==> src/rtl/seq_div_if.sv <==
// seq_div_if: request/result bundle between the ALU control FSM (master)
// and the sequential divider (slave).
interface seq_div_if #(
  parameter int WIDTH = 16
);
  logic             start;
  logic [WIDTH-1:0] dividend;
  logic [WIDTH-1:0] divisor;
  logic             busy;
  logic             done;
  logic [WIDTH-1:0] quotient;
  logic [WIDTH-1:0] remainder;
  logic             overflow;

  modport master (
    output start, dividend, divisor,
    input  busy, done, quotient, remainder, overflow
  );

  modport slave (
    input  start, dividend, divisor,
    output busy, done, quotient, remainder, overflow
  );
endinterface

==> src/rtl/seq_div.sv <==
// seq_div: multi-cycle restoring divider, one quotient bit per clock.
// IDLE -> RUN (WIDTH iterations) -> [SIGN] -> FIN (done pulse) -> IDLE.
// Divide-by-zero skips RUN and goes straight to FIN with overflow set.
// Optional feature macro: SEQ_DIV_SIGNED_EN (two's complement operands,
// truncating division, adds the SIGN state and MIN/-1 overflow).
module seq_div #(
  parameter int WIDTH = 16
) (
  input  logic       clk,
  input  logic       reset,
  seq_div_if.slave   bus
);

  localparam int CNT_W = (WIDTH > 2) ? $clog2(WIDTH) : 1;
  localparam logic [CNT_W-1:0] CNT_LAST  = CNT_W'(WIDTH - 1);
  localparam logic [CNT_W-1:0] CNT_ZERO  = {CNT_W{1'b0}};
  localparam logic [CNT_W-1:0] CNT_ONE   = {{(CNT_W-1){1'b0}}, 1'b1};
  localparam logic [WIDTH-1:0] ZERO_W    = {WIDTH{1'b0}};
  localparam logic [WIDTH-1:0] ONES_W    = {WIDTH{1'b1}};
`ifdef SEQ_DIV_SIGNED_EN
  localparam logic [WIDTH-1:0] MIN_W     = {1'b1, {(WIDTH-1){1'b0}}};
`endif

  typedef enum logic [1:0] {
    IDLE = 2'd0,
    RUN  = 2'd1,
`ifdef SEQ_DIV_SIGNED_EN
    SIGN = 2'd2,
`endif
    FIN  = 2'd3
  } state_t;

  state_t state_r;
  state_t state_next_s;

  logic [WIDTH-1:0] rem_r;      // partial remainder (always < divisor between steps)
  logic [WIDTH-1:0] q_r;        // dividend shifting out / quotient shifting in
  logic [WIDTH-1:0] div_r;      // captured divisor (magnitude when signed)
  logic [CNT_W-1:0] cnt_r;      // iterations left, WIDTH-1 down to 0

  logic [WIDTH-1:0] quotient_r;
  logic [WIDTH-1:0] remainder_r;
  logic             overflow_r;
  logic             busy_r;
  logic             done_r;

  logic             special_s;  // start that bypasses RUN
  logic [WIDTH:0]   r_shift_s;  // WIDTH+1-bit shifted partial remainder
  logic [WIDTH:0]   r_diff_s;
  logic             r_ge_s;
  logic [WIDTH-1:0] r_next_s;
  logic [WIDTH-1:0] q_next_s;

`ifdef SEQ_DIV_SIGNED_EN
  logic neg_q_r;                // operand signs differ
  logic neg_r_r;                // dividend negative

  function automatic logic [WIDTH-1:0] mag(input logic [WIDTH-1:0] v);
    if (v[WIDTH-1]) begin
      mag = -v;
    end else begin
      mag = v;
    end
  endfunction
`endif

  // Detect starts that go directly to FIN (divide-by-zero, signed MIN/-1).
  always_comb begin
    special_s = 1'b0;
`ifdef SEQ_DIV_SIGNED_EN
    if ((bus.divisor == ZERO_W) || ((bus.dividend == MIN_W) && (bus.divisor == ONES_W))) begin
      special_s = 1'b1;
    end else begin
      special_s = 1'b0;
    end
`else
    if (bus.divisor == ZERO_W) begin
      special_s = 1'b1;
    end else begin
      special_s = 1'b0;
    end
`endif
  end

  // One restoring step: shift in the next dividend bit, subtract if it fits.
  // The borrow bit of the WIDTH+1-bit difference doubles as the compare.
  always_comb begin
    r_shift_s = {rem_r, q_r[WIDTH-1]};
    r_diff_s  = r_shift_s - {1'b0, div_r};
    r_ge_s    = ~r_diff_s[WIDTH];
    if (r_ge_s) begin
      r_next_s = r_diff_s[WIDTH-1:0];
    end else begin
      r_next_s = r_shift_s[WIDTH-1:0];
    end
    q_next_s = {q_r[WIDTH-2:0], r_ge_s};
  end

  // Next-state logic.
  always_comb begin
    state_next_s = state_r;
    case (state_r)
      IDLE: begin
        if (bus.start) begin
          if (special_s) begin
            state_next_s = FIN;
          end else begin
            state_next_s = RUN;
          end
        end else begin
          state_next_s = IDLE;
        end
      end
      RUN: begin
        if (cnt_r == CNT_ZERO) begin
`ifdef SEQ_DIV_SIGNED_EN
          state_next_s = SIGN;
`else
          state_next_s = FIN;
`endif
        end else begin
          state_next_s = RUN;
        end
      end
`ifdef SEQ_DIV_SIGNED_EN
      SIGN:    state_next_s = FIN;
`endif
      FIN:     state_next_s = IDLE;
      default: state_next_s = IDLE;
    endcase
  end

  // State register plus registered busy/done decoded from the next state.
  always_ff @(posedge clk or posedge reset) begin
    if (reset) begin
      state_r <= IDLE;
      busy_r  <= 1'b0;
      done_r  <= 1'b0;
    end else begin
      state_r <= state_next_s;
      busy_r  <= (state_next_s != IDLE);
      done_r  <= (state_next_s == FIN);
    end
  end

  // Datapath: operand capture, iteration, and result registers.
  always_ff @(posedge clk or posedge reset) begin
    if (reset) begin
      rem_r       <= ZERO_W;
      q_r         <= ZERO_W;
      div_r       <= ZERO_W;
      cnt_r       <= CNT_ZERO;
      quotient_r  <= ZERO_W;
      remainder_r <= ZERO_W;
      overflow_r  <= 1'b0;
`ifdef SEQ_DIV_SIGNED_EN
      neg_q_r     <= 1'b0;
      neg_r_r     <= 1'b0;
`endif
    end else begin
      case (state_r)
        IDLE: begin
          if (bus.start) begin
            rem_r <= ZERO_W;
            cnt_r <= CNT_LAST;
`ifdef SEQ_DIV_SIGNED_EN
            q_r     <= mag(bus.dividend);
            div_r   <= mag(bus.divisor);
            neg_q_r <= bus.dividend[WIDTH-1] ^ bus.divisor[WIDTH-1];
            neg_r_r <= bus.dividend[WIDTH-1];
`else
            q_r     <= bus.dividend;
            div_r   <= bus.divisor;
`endif
            if (bus.divisor == ZERO_W) begin
              quotient_r  <= ONES_W;
              remainder_r <= bus.dividend;
              overflow_r  <= 1'b1;
            end else if (special_s) begin
              // Only reachable with the signed option: MIN / -1.
              quotient_r  <= bus.dividend;
              remainder_r <= ZERO_W;
              overflow_r  <= 1'b1;
            end else begin
              overflow_r  <= 1'b0;
            end
          end
        end
        RUN: begin
          rem_r <= r_next_s;
          q_r   <= q_next_s;
          if (cnt_r != CNT_ZERO) begin
            cnt_r <= cnt_r - CNT_ONE;
          end else begin
`ifndef SEQ_DIV_SIGNED_EN
            quotient_r  <= q_next_s;
            remainder_r <= r_next_s;
`endif
          end
        end
`ifdef SEQ_DIV_SIGNED_EN
        SIGN: begin
          // Truncation toward zero: remainder takes the dividend's sign.
          quotient_r  <= neg_q_r ? -q_r : q_r;
          remainder_r <= neg_r_r ? -rem_r : rem_r;
        end
`endif
        default: begin
          rem_r <= rem_r;
        end
      endcase
    end
  end

  assign bus.busy      = busy_r;
  assign bus.done      = done_r;
  assign bus.quotient  = quotient_r;
  assign bus.remainder = remainder_r;
  assign bus.overflow  = overflow_r;

endmodule

==> src/flat_wrapper.sv <==
// flat-port wrapper written by rule: the top's interface ports become plain ports
module seq_div_flat 
#(
  parameter int WIDTH = 16
)
  (clk, reset, bus_start, bus_dividend, bus_divisor, bus_busy, bus_done, bus_quotient, bus_remainder, bus_overflow);
  seq_div_if #(.WIDTH(WIDTH)) bus_i ();
  input  logic clk;
  input  logic reset;
  input wire logic [$bits(bus_i.start)-1:0] bus_start;
  input wire logic [$bits(bus_i.dividend)-1:0] bus_dividend;
  input wire logic [$bits(bus_i.divisor)-1:0] bus_divisor;
  output wire logic [$bits(bus_i.busy)-1:0] bus_busy;
  output wire logic [$bits(bus_i.done)-1:0] bus_done;
  output wire logic [$bits(bus_i.quotient)-1:0] bus_quotient;
  output wire logic [$bits(bus_i.remainder)-1:0] bus_remainder;
  output wire logic [$bits(bus_i.overflow)-1:0] bus_overflow;
  assign bus_i.start = bus_start;
  assign bus_i.dividend = bus_dividend;
  assign bus_i.divisor = bus_divisor;
  assign bus_busy = bus_i.busy;
  assign bus_done = bus_i.done;
  assign bus_quotient = bus_i.quotient;
  assign bus_remainder = bus_i.remainder;
  assign bus_overflow = bus_i.overflow;
  seq_div #(.WIDTH(WIDTH)) u_core (.clk(clk), .reset(reset), .bus(bus_i));
endmodule
==> config.mk <==
export PLATFORM = sky130hd
export DESIGN_NAME = seq_div_flat
export DESIGN_NICKNAME = d
export VERILOG_FILES = /design/src/rtl/seq_div_if.sv /design/src/rtl/seq_div.sv /design/src/flat_wrapper.sv
export SDC_FILE = /design/constraint.sdc
export NUM_CORES = 1
export LEC_CHECK = 0
export ABC_AREA = 1
export CAP_MARGIN = 20
export CORE_AREA = 4 4 117 119
export CTS_CLUSTER_DIAMETER = 150
export DETAILED_ROUTE_END_ITERATION = 16
export DIE_AREA = 0 0 121 123
export PLACE_DENSITY = 0.67
export SYNTH_ARGS = -nofsm -noshare
export SYNTH_HDL_FRONTEND = slang
export SYNTH_SLANG_ARGS = --single-unit
==> constraint.sdc <==
create_clock -name clk -period 5 [get_ports clk]
set_clock_uncertainty 0.1 [all_clocks]
set_input_delay 1 -clock clk [delete_from_list [all_inputs] [get_ports clk]]
set_output_delay 1 -clock clk [all_outputs]
set_load 0.01 [all_outputs]
# --- After elaboration in Yosys (flattened, before gate mapping) ---
# Cells that the tools add are included.
op_classes:
  add_sub_neg: 2
  n_mul: 0
  n_div: 0
  n_lt_le_gt_ge: 0
  eq_ne: 6
  shift: 0
  n_mux: 25
  n_bitwise: 1
  n_reduce_logical: 10
ops:
  columns: ["cell", "n"]
  rows:
  - ["16-bit two-way mux", 11]
  - ["16-bit one-hot mux with 2 select lines", 4]
  - ["17-bit by 16-bit subtractor with 17-bit output", 1]
  - ["16-bit zero test", 1]
  - ["4-bit two-way mux", 2]
  - ["4-bit one-hot mux with 2 select lines", 1]
  - ["2-bit two-way mux", 3]
  - ["4-bit zero test", 1]
  - ["2-bit inequality test (second input constant)", 2]
  - ["2-bit one-hot mux with 2 select lines", 1]
  - ["2-bit AND reduction", 2]
  - ["4-bit AND reduction", 1]
  - ["2-bit nonzero test", 2]
  - ["4-bit nonzero test", 1]
  - ["4-bit by 1-bit subtractor with 4-bit output (second input constant)", 1]
  - ["1-bit two-way mux", 3]
  - ["3-bit by 1-bit inequality test with 1-bit output (second input constant)", 1]
  - ["3-bit AND reduction", 1]
  - ["2-bit by 1-bit equality test with 1-bit output (second input constant)", 1]
  - ["2-bit equality test (second input constant)", 1]
  - ["2-bit zero test", 1]
  - ["2-bit by 1-bit inequality test with 1-bit output (second input constant)", 1]
  - ["1-bit NOT", 1]
word_totals:
  regBits: 89
  latch_bits: 0
  ramBits: 0
  rom_bits: 0
  output_inout_bits: 35
  wordCells: 54
  n_memories: 0

# --- Depth between registers and ports, before layout ---
# Gate-level depths: netlist of run 1.
depth:
  word_depth: 6
  mapped_depth: 15
  depth_no_buf: 15

# --- Worst setup path after synthesis of run 1 ---
# Ideal clock, no wire load.
synth_path:
  path_kind: "input port to flip-flop"
  start: "input port bus_divisor[15]"
  end: "register u_core.remainder_r[10] (netlist: u_core.bus.remainder[10])"
  setup_ns: 0.077
  t_arrival_ns: 2.053
  setup_slack_ns: 2.770
  path_stages: 11
  n_path_buf: 2
  cell_sequence: "inv_1 -> nand4_1 -> nor2_1 -> nand2_1 -> nor2_1 -> nor2_4 -> inv_2 -> buf_4 -> buf_2 -> nor2_1 -> a21oi_1"
synth_between:
  elab_chain_len: 4
synth_lines:
  columns: ["item", "line", "source"]
  rows:
  - ["start: declaration", "flat_wrapper.sv:12", "input wire logic [$bits(bus_i.divisor)-1:0] bus_divisor;"]
  - ["16-bit zero test *", "seq_div.sv:77, seq_div.sv:175", null]
  - ["1-bit two-way mux or 16-bit two-way mux (tied branches)", "seq_div.sv:77, seq_div.sv:175", null]
  - ["3-bit by 1-bit inequality test with 1-bit output (no source line) or 16-bit two-way mux (tied branches)", null, null]
  - ["4-bit AND reduction (no source line) or 16-bit one-hot mux with 2 select lines (tied branches)", null, null]
  - ["end signal: assignment", "seq_div.sv:177", "remainder_r <= bus.dividend;"]
  - ["end signal: assignment", "seq_div.sv:197", "remainder_r <= r_next_s;"]
  - ["end: declaration", "seq_div.sv:42", "logic [WIDTH-1:0] remainder_r;"]
# Every way passes the cells marked *; elsewhere a longest branch is shown, timed or not. The select of a mux whose other input is x is not followed.
# A chain may end at the register's enable or synchronous reset.

# --- Worst setup path in the final report of run 1 ---
layout_path:
  start: "input port bus_start"
  end: "register u_core.quotient_r[3] (netlist: u_core.bus.quotient[3])"
layout_between:
  elab_chain_len: 2
layout_lines:
  columns: ["item", "line", "source"]
  rows:
  - ["start: declaration", "flat_wrapper.sv:10", "input wire logic [$bits(bus_i.start)-1:0] bus_start;"]
  - ["2-bit inequality test (no source line)", null, null]
  - ["4-bit AND reduction (no source line)", null, null]
  - ["end signal: assignment", "seq_div.sv:181", "quotient_r <= bus.dividend;"]
  - ["end signal: assignment", "seq_div.sv:196", "quotient_r <= q_next_s;"]
  - ["end: declaration", "seq_div.sv:41", "logic [WIDTH-1:0] quotient_r;"]
# No other way between the ends.

==> metrics list, run 1 <==
- Static Leak: 3.32 nW
- Number of buffers created by CTS: 9
- Hold-fix buffer count after cts: 0
- The detail route stage leaves a number of antenna-violating nets equal to 0.
- Count of state elements after synthesis: ~90
- In this run, the number of DRC markers left after iteration 0 of detailed routing was about 280.
* Share of synthesized flip-flops with an asynchronous set or reset: between 90% and 100%
- Wires add up to 13.4 mm.
- Post-synthesis net count: 763
- By area the synthesized netlist is led by sky130_fd_sc_hd__dfrtp_1 (41%), sky130_fd_sc_hd__nand2_1 (14%), sky130_fd_sc_hd__inv_1 (8.7%).
- Summed instance area of the synthesized netlist: 5380 um2
* Setup repair after global routing missed its margin: false
* Via Count: about 4700
* Ranking of synthesized cells by instance count: sky130_fd_sc_hd__nand2_1 (194), sky130_fd_sc_hd__inv_1 (125), sky130_fd_sc_hd__dfrtp_1 (89)
- The initial utilization of the core area, before any placement, comes to 42.8%.
* Final-report max-slew violation count: 0
- Largest fanout on the critical path: 48
* Clock Root Buffer: sky130_fd_sc_hd__clkbuf_16
- TritonCTS built the clock tree.
* Mean instance size in the synthesized netlist: about 7.6 um2
* Overflow left after global routing: 0
* Via count of the first global-routing pass: roughly 4700
- For this run, design rule violations remaining after detail routing come to 0.
- Area overhead of the layout relative to synthesis: 20.3%
- Die area: 14900 um2
- Final HPWL from detailed placement: approximately 10 mm
- Share of Yosys cell area claimed by the top area cell type: about two fifths
- Once placement finished, the instance area stood at 6180 um2.
- Number of violations of the max-capacitance limit: 0
- Entering global routing, the biggest net connects 52 pins.
* Clock Sink Count: 89
- After clock tree synthesis, the clock-pin slew on the worst setup and hold paths is ~70 ps.
- H-tree depth: 3
* Sequential element share of the synthesized area: around two fifths
- Cell row count: 41
* WP data required: 5150 ps
* Count of filler cells inserted in the layout: 1216
- Summed over all instances, the cell type with the most area after synthesis is sky130_fd_sc_hd__dfrtp_1.
* Max Buffers Root-to-Sink: 2
- The worst setup path is captured at a flop.
* Final cell area excluding filler cells: 6470 um2
- The first detailed-routing pass ran for 4 iterations.
- The count of buffers added on input and output ports is 69.
* Number of placed I/O pins: 70
- In this run the power density over the cells is 823 nW/um2.
* Yosys warnings: 0
* Count of mapped cells out of synthesis: between 700 and 800
* Via density: 4.93
- Sort of element at the start of the critical path: input port
* Setup TNS: 0 ps
* Core region area: 12600 um2
* Post-route minimum period: 3000 ps
- The tightest min-delay check is of the flop to flop type.
* Run status: complete, no violations
- The worst setup path is of the input port to flop kind.
- For this run, the total global-route usage over all layers was measured as 18.7%.
* Maximum vdd ir drop: 0.320 mV
- Dividing the final minimum period by the clock period gives 59.9%.
* GP Congestion: 0.883
- Predominant post-synthesis flop cell: sky130_fd_sc_hd__dfrtp_1
- Final Hold Fails: 0
- For the worst setup path, the data arrival time is 3150 ps.
* Antenna diode instance count: 0
* First-pass GRT wire length: 22.2 mm
- Overall die width: around 120 um
* Height of the die: 123 um
* Fraction of final layout cells with drive strength greater than 1: 10.3%
- Synthesis instantiated 35 different standard cells from the library.
- Number of setup buffers added after CTS: 0
- Clock latency reported for the late side of the worst-skew pair: roughly 340 ps
- Detail-routed net length per standard cell: 14.2 um
* Count of nets after finishing: between 800 and 900
* Count of flip-flops with a built-in enable after synthesis: 0
* Pin slew with the least headroom to its limit: 923 ps
* Antenna violations before repair: 0
- Worst relative slew slack: 38.5%
* Most common cell in the synthesized netlist: sky130_fd_sc_hd__nand2_1
* Count of final setup violators: 0
- For this run, the top clock speed supported by timing is 334 MHz.
* Number of resized instances in the post-cts repair step: 0
-- layout by cell type (no fill, tap or decap), drive strengths merged --
master	n
nand2	205
inv	128
dfrtp	89
clkdlybuf4s50	69
nand3	60
nor2	58
o21ai	48
a31oi	31
a21oi	31
ha	17
clkbuf	11
nand4	8
buf	3
and2	3
xor2	2
o21bai	2
clkinvlp	2
clkinv	2
xnor2	1
a21o	1
nor3	1
fa	1
bufinv	1
-- report_power, final --
part	internal [W]	switching, W
Sequential	0.00109	0.000226
Clock	0.000391	0.000288
Combinational	0.00125	0.00208
Total	0.00273	0.00260
-- per-stage QoR --
stage / setup WS (ps) / total power, W / util, % / cells / hold WS (ps)
after CTS: 2020 / 0.00535 / 51.5 / 946 / 391
final: 2000 / 0.00533 / 51.5 / 946 / 386
after floorplan: 1590 / 0.00376 / - / 710 / 353
after global placement: 1790 / 0.00456 / 49.2 / 930 / 367
after global routing: 1810 / 0.00586 / 51.5 / 946 / 408
after detailed placement: 1650 / 0.00465 / 49.2 / 930 / 374
-- critical path, cell delays in order --
cell and delay, ps:
sky130_fd_sc_hd__clkdlybuf4s50_1 490, sky130_fd_sc_hd__nand2_2 340, sky130_fd_sc_hd__nor2_1 300, sky130_fd_sc_hd__nor2_4 120, sky130_fd_sc_hd__inv_2 580, sky130_fd_sc_hd__nor2_1 100, sky130_fd_sc_hd__a31oi_1 210
-- area by class of cell --
| class | count | area, um2 | area share (%) |
|---|---|---|---|
| Clock buffer | 11 | 233 | 3.59 |
| Clock inverter | 5 | 62.6 | 0.966 |
| Inverter | 128 | 482 | 7.44 |
| Multi-Input combinational cell | 469 | 2540 | 39.3 |
| Sequential cell | 89 | 2230 | 34.4 |
| Tap cell | 172 | 215 | 3.32 |
| Timing Repair Buffer | 72 | 713 | 11.0 |
-- routing by layer --
layer / global-route usage, % / part of all wire, % / vias up
met5: 0 / 0 / -
met4: 8.71 / 2.5 / 0
met3: 2.20 / 3.5 / 23
met2: 30.9 / 48 / 91
met1: 24.6 / 46 / 2197
li1: - / - / 2357
-- worst paths after layout --
| path | end | from | slack [ps] | cells after the start |
|---|---|---|---|---|
| max | u_core.bus.quotient[3] | bus_start | 2000 | 7 |
| min in group asynchronous | u_core.bus.quotient[1] | reset | 1040 | 2 |
| max reg2reg | u_core.rem_r[11] | u_core.q_r[15] | 2360 | 14 |
| min reg2reg | u_core.div_r[10] | u_core.div_r[10] | 390 | 2 |
| max in group asynchronous | u_core.bus.remainder[9] | reset | 2720 | 3 |
| min | u_core.div_r[10] | u_core.div_r[10] | 390 | 2 |
-- state kept, by name, summed over array words and instances, names as in the netlist --
name and cells:
u_core.bus.quotient 16, u_core.bus.remainder 16, u_core.div_r 16, u_core.q_r 16, u_core.rem_r 16, u_core.cnt_r 4, u_core.state_r 2, u_core.bus.busy 1
u_core.bus.done 1, u_core.bus.overflow 1
-- cell families (layout without fill, tap and decap cells) --
logic type / Yosys count / in the layout / share of synthesized area [%]
DFF: 89 / 89 / 41.4
buffers and inverters: 152 / 216 / 11.4
AOI/OAI and AO/OA: 113 / 113 / 12.6
and+or+nand+nor: 335 / 335 / 29.8
xor gates and xnor gates: 3 / 3 / 0.488
adders and majority gates: 18 / 18 / 4.32
Power figures use the tool's default switching activity.
==> inputs of run 2 (changes only) <==
--- a/config.mk
+++ b/config.mk
@@ -11,7 +11,7 @@
 export CTS_CLUSTER_DIAMETER = 150
 export DETAILED_ROUTE_END_ITERATION = 16
 export DIE_AREA = 0 0 121 123
-export PLACE_DENSITY = 0.67
+export PLACE_DENSITY = 0.7
 export SYNTH_ARGS = -nofsm -noshare
 export SYNTH_HDL_FRONTEND = slang
 export SYNTH_SLANG_ARGS = --single-unit
==> constraint.sdc (replaced) <==
create_clock -name clk -period 2.7 [get_ports clk]
set_clock_uncertainty 0.1 [all_clocks]
set_input_delay 0.54 -clock clk [delete_from_list [all_inputs] [get_ports clk]]
set_output_delay 0.54 -clock clk [all_outputs]
set_load 0.01 [all_outputs]
==> metrics list, run 2 (synthesis results as in run 1) <==
- Run status: complete, no violations (unchanged)
- Starting density of the core: 42.8% (unchanged)
- Critical path capture point type: flop (unchanged)
* Setup TNS: 0 ps (unchanged)
- Worst setup path category: flop to flop (was input port to flop)
* Psw: 0.00477 W (was 0.00260 W)
- The detailed-routed wire length on met3 was 541 um (was 468 um).
* Pin slew with the least headroom to its limit: 481 ps (was 923 ps)
- The global placement routability congestion was 0.867 (was 0.883).
- The logic gate share of total power came to 62.0% (was 62.6%).
* Maximum number of pins on one net before global-route repair: 90 (was 52)
* Height of the die: 123 um (unchanged)
- The area of the die is 14900 um2 (unchanged).
- The count of H-tree levels built during CTS is 3 (unchanged).
- The highest metal layer used by the detailed router is met4 (unchanged).
- Final-report max-slew violation count: 0 (unchanged)
- Clock Root Buffer: sky130_fd_sc_hd__clkbuf_16 (unchanged)
* DRC errors left: 0 (unchanged)
* First-pass GRT wire length: 21.7 mm (was 22.2 mm)
- The share of cells above drive strength 1 came to 11.5% (was 10.3%).
- The total number of nets in the final design is 830 (was 822).
* Via count of the first global-routing pass: 4422 (was 4652)
- Setup repair after global routing missed its margin: false (unchanged).
- Power density over cell area: 1510 nW/um2 (was 823 nW/um2)
- The leakage power was 3.39 nW (was 3.32 nW).
* Count of filler cells inserted in the layout: 1188 (was 1216)
- Number of violations of the max-capacitance limit: 0 (unchanged)
* Clock edge transition at the registers on the reported setup and hold paths: 70 ps (about the same)
- The number of buffers inserted by hold repair at cts came to 0 (unchanged).
- Part of the cycle the worst path needs: between 90% and 100%
- The number of antenna cells inserted was 0 (unchanged).
- The final total power is 0.00997 W (was 0.00533 W).
* Clock Sink Count: 89 (unchanged)
- The worst relative slew slack came to 68.0% (was 38.5%).
- The cell family with the largest share of critical-path delay was simple AND/OR/NAND/NOR gates (was buffers and inverters).
* Total routed wire length on the met1 layer: 6.18 mm (was 6.20 mm)
* Proportion of total power due to net switching: 47.8% (was 48.7%)
* Worst hold slack across all endpoints: 386 ps (about the same)
- The total internal power came to 0.00521 W (was 0.00273 W).
- The placed wire-length estimate after detailed placement is 9.83 mm (was 10.3 mm).
- Detail-routed net length per standard cell: 13.7 um (was 14.2 um)
* Portion of total power attributed to sequential cells: 24.2% (was 24.6%)
* Max Freq: 406 MHz
* Overflow left after global routing: 0 (unchanged)
- WP data required: 2810 ps (was 5150 ps)
* Count of final setup violators: 0 (unchanged)
* Via density: 4.80 (was 4.93)
- The number of nets with antenna violations after detailed routing was 0 (unchanged).
- Max Buffers Root-to-Sink: 2 (unchanged)
* Worst min-delay path class: flop to flop (unchanged)
- Number of resized instances in the post-cts repair step: 0 (unchanged)
- The arrival time of data at the critical path endpoint is 2570 ps (was 3150 ps).
- The core footprint is 12600 um2 (unchanged).
- The most common cell after layout, fill and taps aside is sky130_fd_sc_hd__nand2_1 (unchanged).
- The core utilization of the finished layout came to 52.5% (was 51.5%).
- Port bufs: 69 (unchanged)
- The site row count was 41 (unchanged).
* Largest fanout on the critical path: 9 (was 48)
* Final Hold Fails: 0 (unchanged)
- Overall die width: 121 um (unchanged)
* Sequence of cells on the critical path: inv_1, ha_1, inv_1, fa_1, nand2_1, nand2_1, nand3_2, nand2_2, nand2_4, nand2_4, nand2_4, buf_4, nand3_2, nand3_2, o21ai_0 (was clkdlybuf4s50_1, nand2_2, nor2_1, nor2_4, inv_2, nor2_1, a31oi_1)
- Area overhead of the layout relative to synthesis: 22.5% (was 20.3%)
* Most frequent cells in the layout: sky130_fd_sc_hd__nand2_1 (194), sky130_fd_sc_hd__inv_1 (124), sky130_fd_sc_hd__dfrtp_1 (89) (unchanged)
- The element type at the critical path start was a flop (was input port).
- Worst path buffer plus inverter count: 3 (was 2)
- The starting DRC count in detailed routing is 401 (was 277).
- Aggregate global-route resource usage: 18.4% (was 18.7%)
* Routed met2 length: 6.08 mm (was 6.38 mm)
- Number of setup buffers added after CTS: 0 (unchanged)
* Maximum vdd ir drop: 0.475 mV (was 0.320 mV)
- The worst stage delay on the critical path came to 450 ps (was 580 ps).
* CTS tree: yes (unchanged)
- The number of buffers added by the clock tree synthesis step was 9 (unchanged).
* Via Count: 4583 (was 4668)
- Number of placed I/O pins: 70 (unchanged)
- The first-pass detailed-route iteration total is 5 (was 4).
* Share of power burned in the clock network: 13.8% (was 12.8%)
* Clock latency reported for the late side of the worst-skew pair: 340 ps (about the same)
- Antenna violations before repair: 0 (unchanged)
- Post-route minimum period: roughly 2500 ps
- The final wirelength is 13.0 mm (was 13.4 mm).
* Slowest cell on the critical path: sky130_fd_sc_hd__fa_1 (was sky130_fd_sc_hd__inv_2)
## run 2: changes by cell type in the layout (fill, tap and decap cells not counted)
cell,previous run,this run
sky130_fd_sc_hd__buf_4,3,9
sky130_fd_sc_hd__clkbuf_1,2,0
sky130_fd_sc_hd__inv_8,0,1
sky130_fd_sc_hd__bufinv_16,1,2
sky130_fd_sc_hd__clkinv_4,0,1
sky130_fd_sc_hd__buf_12,0,2
sky130_fd_sc_hd__inv_6,2,1
## run 2: tightest hold or removal path, stage by stage, from the launching register on
cell and delay, ps:
sky130_fd_sc_hd__dfrtp_1 340, sky130_fd_sc_hd__nand2_1 50, sky130_fd_sc_hd__o21ai_0 60
## run 2: cell type report
cell class              count  area [um2]  share of cell area [%]
multi-input cells         469        2540                    38.6
flip-flops and latches     89        2230                    33.8
repair buffers             80         798                    12.1
inverters                 128         484                    7.34
clock buffers               9         225                    3.42
well taps                 172         215                    3.26
clock inverters             7         101                    1.54
## run 2: power groups by stage
| stage | Combinational [W] | Clock, W | Sequential (W) |
|---|---|---|---|
| after floorplan | 0.00453 | 0 | 0.00244 |
| after global placement | 0.00611 | 0 | 0.00243 |
| after detailed placement | 0.00619 | 0 | 0.00244 |
| after CTS | 0.00623 | 0.00140 | 0.00242 |
| after global routing | 0.00704 | 0.00147 | 0.00249 |
| final | 0.00618 | 0.00138 | 0.00241 |
## run 2: path summary, 6_finish.rpt
path / startpoint / to / slack, ps / cells past startpoint
setup / recovery: u_core.q_r[15] / u_core.rem_r[7] / 240 / 15
hold / removal: u_core.q_r[11] / u_core.q_r[11] / 390 / 2
setup reg to reg: u_core.q_r[15] / u_core.rem_r[7] / 240 / 15
hold reg to reg: u_core.q_r[11] / u_core.q_r[11] / 390 / 2
max in group asynchronous: reset / u_core.bus.quotient[1] / 1560 / 3
min in group asynchronous: reset / u_core.bus.quotient[11] / 570 / 3
## run 2: layer usage
layer,vias up,GRT usage (%)
li1,2377,-
met1,2096,25.1
met2,89,29.5
met3,21,3.89
met4,0,5.74
met5,-,0
## run 2: stage by stage
| stage | worst slack, ps | instances | area [um2] |
|---|---|---|---|
| finish | 237 | 954 | 6590 |
| global route | 88.0 | 954 | 6590 |
| CTS | 212 | 954 | 6590 |
| detailed placement | 231 | 938 | 6270 |
| global placement | 269 | 938 | 6270 |
| floorplan | 549 | 710 | 5390 |
==> inputs of run 3 (changes only) <==
--- a/config.mk
+++ b/config.mk
@@ -11,7 +11,7 @@
 export CTS_CLUSTER_DIAMETER = 150
 export DETAILED_ROUTE_END_ITERATION = 16
 export DIE_AREA = 0 0 121 123
-export PLACE_DENSITY = 0.7
+export PLACE_DENSITY = 0.67
 export SYNTH_ARGS = -nofsm -noshare
 export SYNTH_HDL_FRONTEND = slang
 export SYNTH_SLANG_ARGS = --single-unit
==> constraint.sdc (replaced) <==
create_clock -name clk -period 3.2 [get_ports clk]
set_clock_uncertainty 0.1 [all_clocks]
set_input_delay 0.64 -clock clk [delete_from_list [all_inputs] [get_ports clk]]
set_output_delay 0.64 -clock clk [all_outputs]
set_load 0.01 [all_outputs]
==> metrics list, run 3 (synthesis results as in run 1) <==
* Critical path capture point type: flop (unchanged)
- Clock Root Buffer: sky130_fd_sc_hd__clkbuf_16 (unchanged)
* Largest fanout on the critical path: 13 (was 9)
- Worst path buffer plus inverter count: 2 (was 3)
* Pin slew with the least headroom to its limit: 632 ps (was 481 ps)
- Area overhead of the layout relative to synthesis: 21.9% (was 22.5%)
- Count of filler cells inserted in the layout: 1204 (was 1188)
- DRT Pass-1 Iters: 6 (was 5)
* Worst-case register-to-register setup slack: 670 ps (was 240 ps)
- H-tree depth: 3 (unchanged)
- The core utilization of the finished layout came to 52.2% (was 52.5%).
- The most common cell after layout, fill and taps aside is sky130_fd_sc_hd__nand2_1 (unchanged).
- The area of combinational cells with multiple inputs is 2540 um2 (unchanged).
- Post-route minimum period: 2530 ps (was 2460 ps)
- The number of maximum-capacitance constraint violations was 0 (unchanged).
* Maximum vdd ir drop: 0.455 mV (was 0.475 mV)
* GP Congestion: 0.931 (was 0.867)
- The number of buffers inserted by hold repair at cts was 0 (unchanged).
- The element type at the critical path start is a flop (unchanged).
- Clock Sink Count: 89 (unchanged)
- Max Buffers Root-to-Sink: 2 (unchanged)
- Part of the cycle the worst path needs: 78.9% (was 91.2%)
- 1st-iter DRT viols: 389 (was 401)
- The share of cells above drive strength 1 is 10.9% (was 11.5%).
* Cells on Worst Hold Path: 2 (unchanged)
- Signal arrival time at the worst endpoint: 2640 ps (was 2570 ps)
* Antenna violations before repair: 0 (unchanged)
- Setup repair after global routing missed its margin: false (unchanged)
* Placed standard-cell area: 6230 um2 (was 6270 um2)
- The leakage power was 3.37 nW (was 3.39 nW).
- The count of buffers added by post-CTS timing repair for setup was 0 (unchanged).
- Port bufs: 69 (unchanged)
* Run status: complete, no violations (unchanged)
* Core region area: 12600 um2 (unchanged)
- Dominant delay contributor by cell family on the critical path: simple AND/OR/NAND/NOR gates (unchanged)
* Cell row count: 41 (unchanged)
- Power density over cell area: 1290 nW/um2 (was 1510 nW/um2)
- Slowest cell on the critical path: sky130_fd_sc_hd__fa_1 (unchanged)
- The required time of the critical path is 3310 ps (was 2810 ps).
* First-pass GRT wire length: 23.1 mm (was 21.7 mm)
* Detail-routed net length per standard cell: 14.6 um (was 13.7 um)
- The DRC violation count after routing was 0 (unchanged).
- Antenna diode instance count: 0 (unchanged)
- Total wire length after detailed routing: 13.9 mm (was 13.0 mm)
* Clock edge transition at the registers on the reported setup and hold paths: 60 ps (was 70 ps)
- Overflow left after global routing: 0 (unchanged)
* Logic depth of the worst path, buffers included: 14 (was 15)
- The area taken by flip-flops and latches was 2230 um2 (unchanged).
* Via count of the first global-routing pass: 4732 (was 4422)
* Number of buffers created by CTS: 9 (unchanged)
- The post-detailed-route via-to-cell ratio came to 4.98 (was 4.80).
- Count of final setup violators: 0 (unchanged)
* Final cell area excluding filler cells: 6560 um2 (was 6590 um2)
- Sequence of cells on the critical path: inv_1, ha_1, inv_1, fa_1, nand2_1, nand2_1, nand3_2, nand2_2, nand2_4, nand3_4, nand2_4, nand2_1, nand3_2, o21ai_0 (was inv_1, ha_1, inv_1, fa_1, nand2_1, nand2_1, nand3_2, nand2_2, nand2_4, nand2_4, nand2_4, buf_4, nand3_2, nand3_2, o21ai_0).
* Worst relative slew slack: 57.8% (was 68.0%)
- The number of hold violations in the final report came to 0 (unchanged).
- Worst min-delay path class: flop to flop (unchanged)
- Logic depth of the worst register-to-register path: 14 (was 15)
* Remaining antenna violation count: 0 (unchanged)
* Final-report max-slew violation count: 0 (unchanged)
- The placed wire-length estimate after detailed placement is 10.8 mm (was 9.83 mm).
- Overall die width: 121 um (unchanged)
* Clock latency reported for the late side of the worst-skew pair: 350 ps (was 340 ps)
* CP peak stage delay: 460 ps (was 450 ps)
- Aggregate global-route resource usage: 19.5% (was 18.4%)
* Height of the die: 123 um (unchanged)
* Count of nets after finishing: 826 (was 830)
* Starting density of the core: 42.8% (unchanged)
- Die area: 14900 um2 (unchanged)
- The pin count of the biggest net entering global routing is 49 (was 90).
- Worst setup path category: flop to flop (unchanged)
- Via Count: 4729 (was 4583)
* Worst path most repeated cell: sky130_fd_sc_hd__nand2_1
- CTS tree: yes (unchanged)
- Most frequent cells in the layout: sky130_fd_sc_hd__nand2_1 (194), sky130_fd_sc_hd__inv_1 (124), sky130_fd_sc_hd__dfrtp_1 (89) (unchanged).
- The post-cts gate resize count is 0 (unchanged).
- Number of placed I/O pins: 70 (unchanged)
- The accumulated negative setup slack is 0 ps (unchanged).
* Max Freq: 396 MHz (was 406 MHz)
run 3: changes by cell type in the layout (fill, tap and decap cells not counted), sizes merged:
| cell | change |
|---|---|
| buf | -4 |
| clkinvlp | -2 |
| clkbuf | +2 |
run 3: power breakdown:
part	internal, W	switching (W)	total, W
Combinational	0.00198	0.00328	0.00526
Clock	0.000713	0.000461	0.00117
Sequential	0.00170	0.000359	0.00206
Total	0.00439	0.00410	0.00849
run 3: path summary, 6_finish.rpt:
check | end | from
max | u_core.rem_r[2] | u_core.q_r[15]
min | u_core.q_r[9] | u_core.q_r[9]
max reg2reg | u_core.rem_r[2] | u_core.q_r[15]
min reg2reg | u_core.q_r[9] | u_core.q_r[9]
max in group asynchronous | u_core.div_r[2] | reset
min in group asynchronous | u_core.bus.quotient[5] | reset
run 3: layout make-up:
cell class	count	area share, %
clock buffers	11	3.70
clock inverters	5	1.32
inverters	128	7.34
multi-input cells	469	38.7
flip-flops and latches	89	33.9
well taps	172	3.28
repair buffers	76	11.7
run 3: through the flow:
| step | total power (W) | setup slack, ps | std cells | hold slack (ps) |
|---|---|---|---|---|
| 3_3_place_gp | 0.00720 | 639 | 934 | 366 |
| 3_5_place_dp | 0.00733 | 590 | 934 | 374 |
| 4_1_cts | 0.00854 | 675 | 950 | 390 |
| 2_1_floorplan | 0.00588 | 153 | 710 | 353 |
| 5_1_grt | 0.00935 | 456 | 950 | 407 |
| 6_report | 0.00849 | 675 | 950 | 388 |
run 3: tightest hold or removal path: cells and delay by family, from the launching register on:
family             cells  cell delay (ps)
DFF                    1              340
and+or+nand+nor        1               50
AOI/OAI and AO/OA      1               60
run 3: per-layer routing:
metal	GRT usage [%]	share of wire (%)	up-vias
met5	0	0	-
met4	9.21	2.9	0
met3	2.29	3.4	25
met2	31.7	47	104
met1	26.3	46	2235
li1	-	-	2365
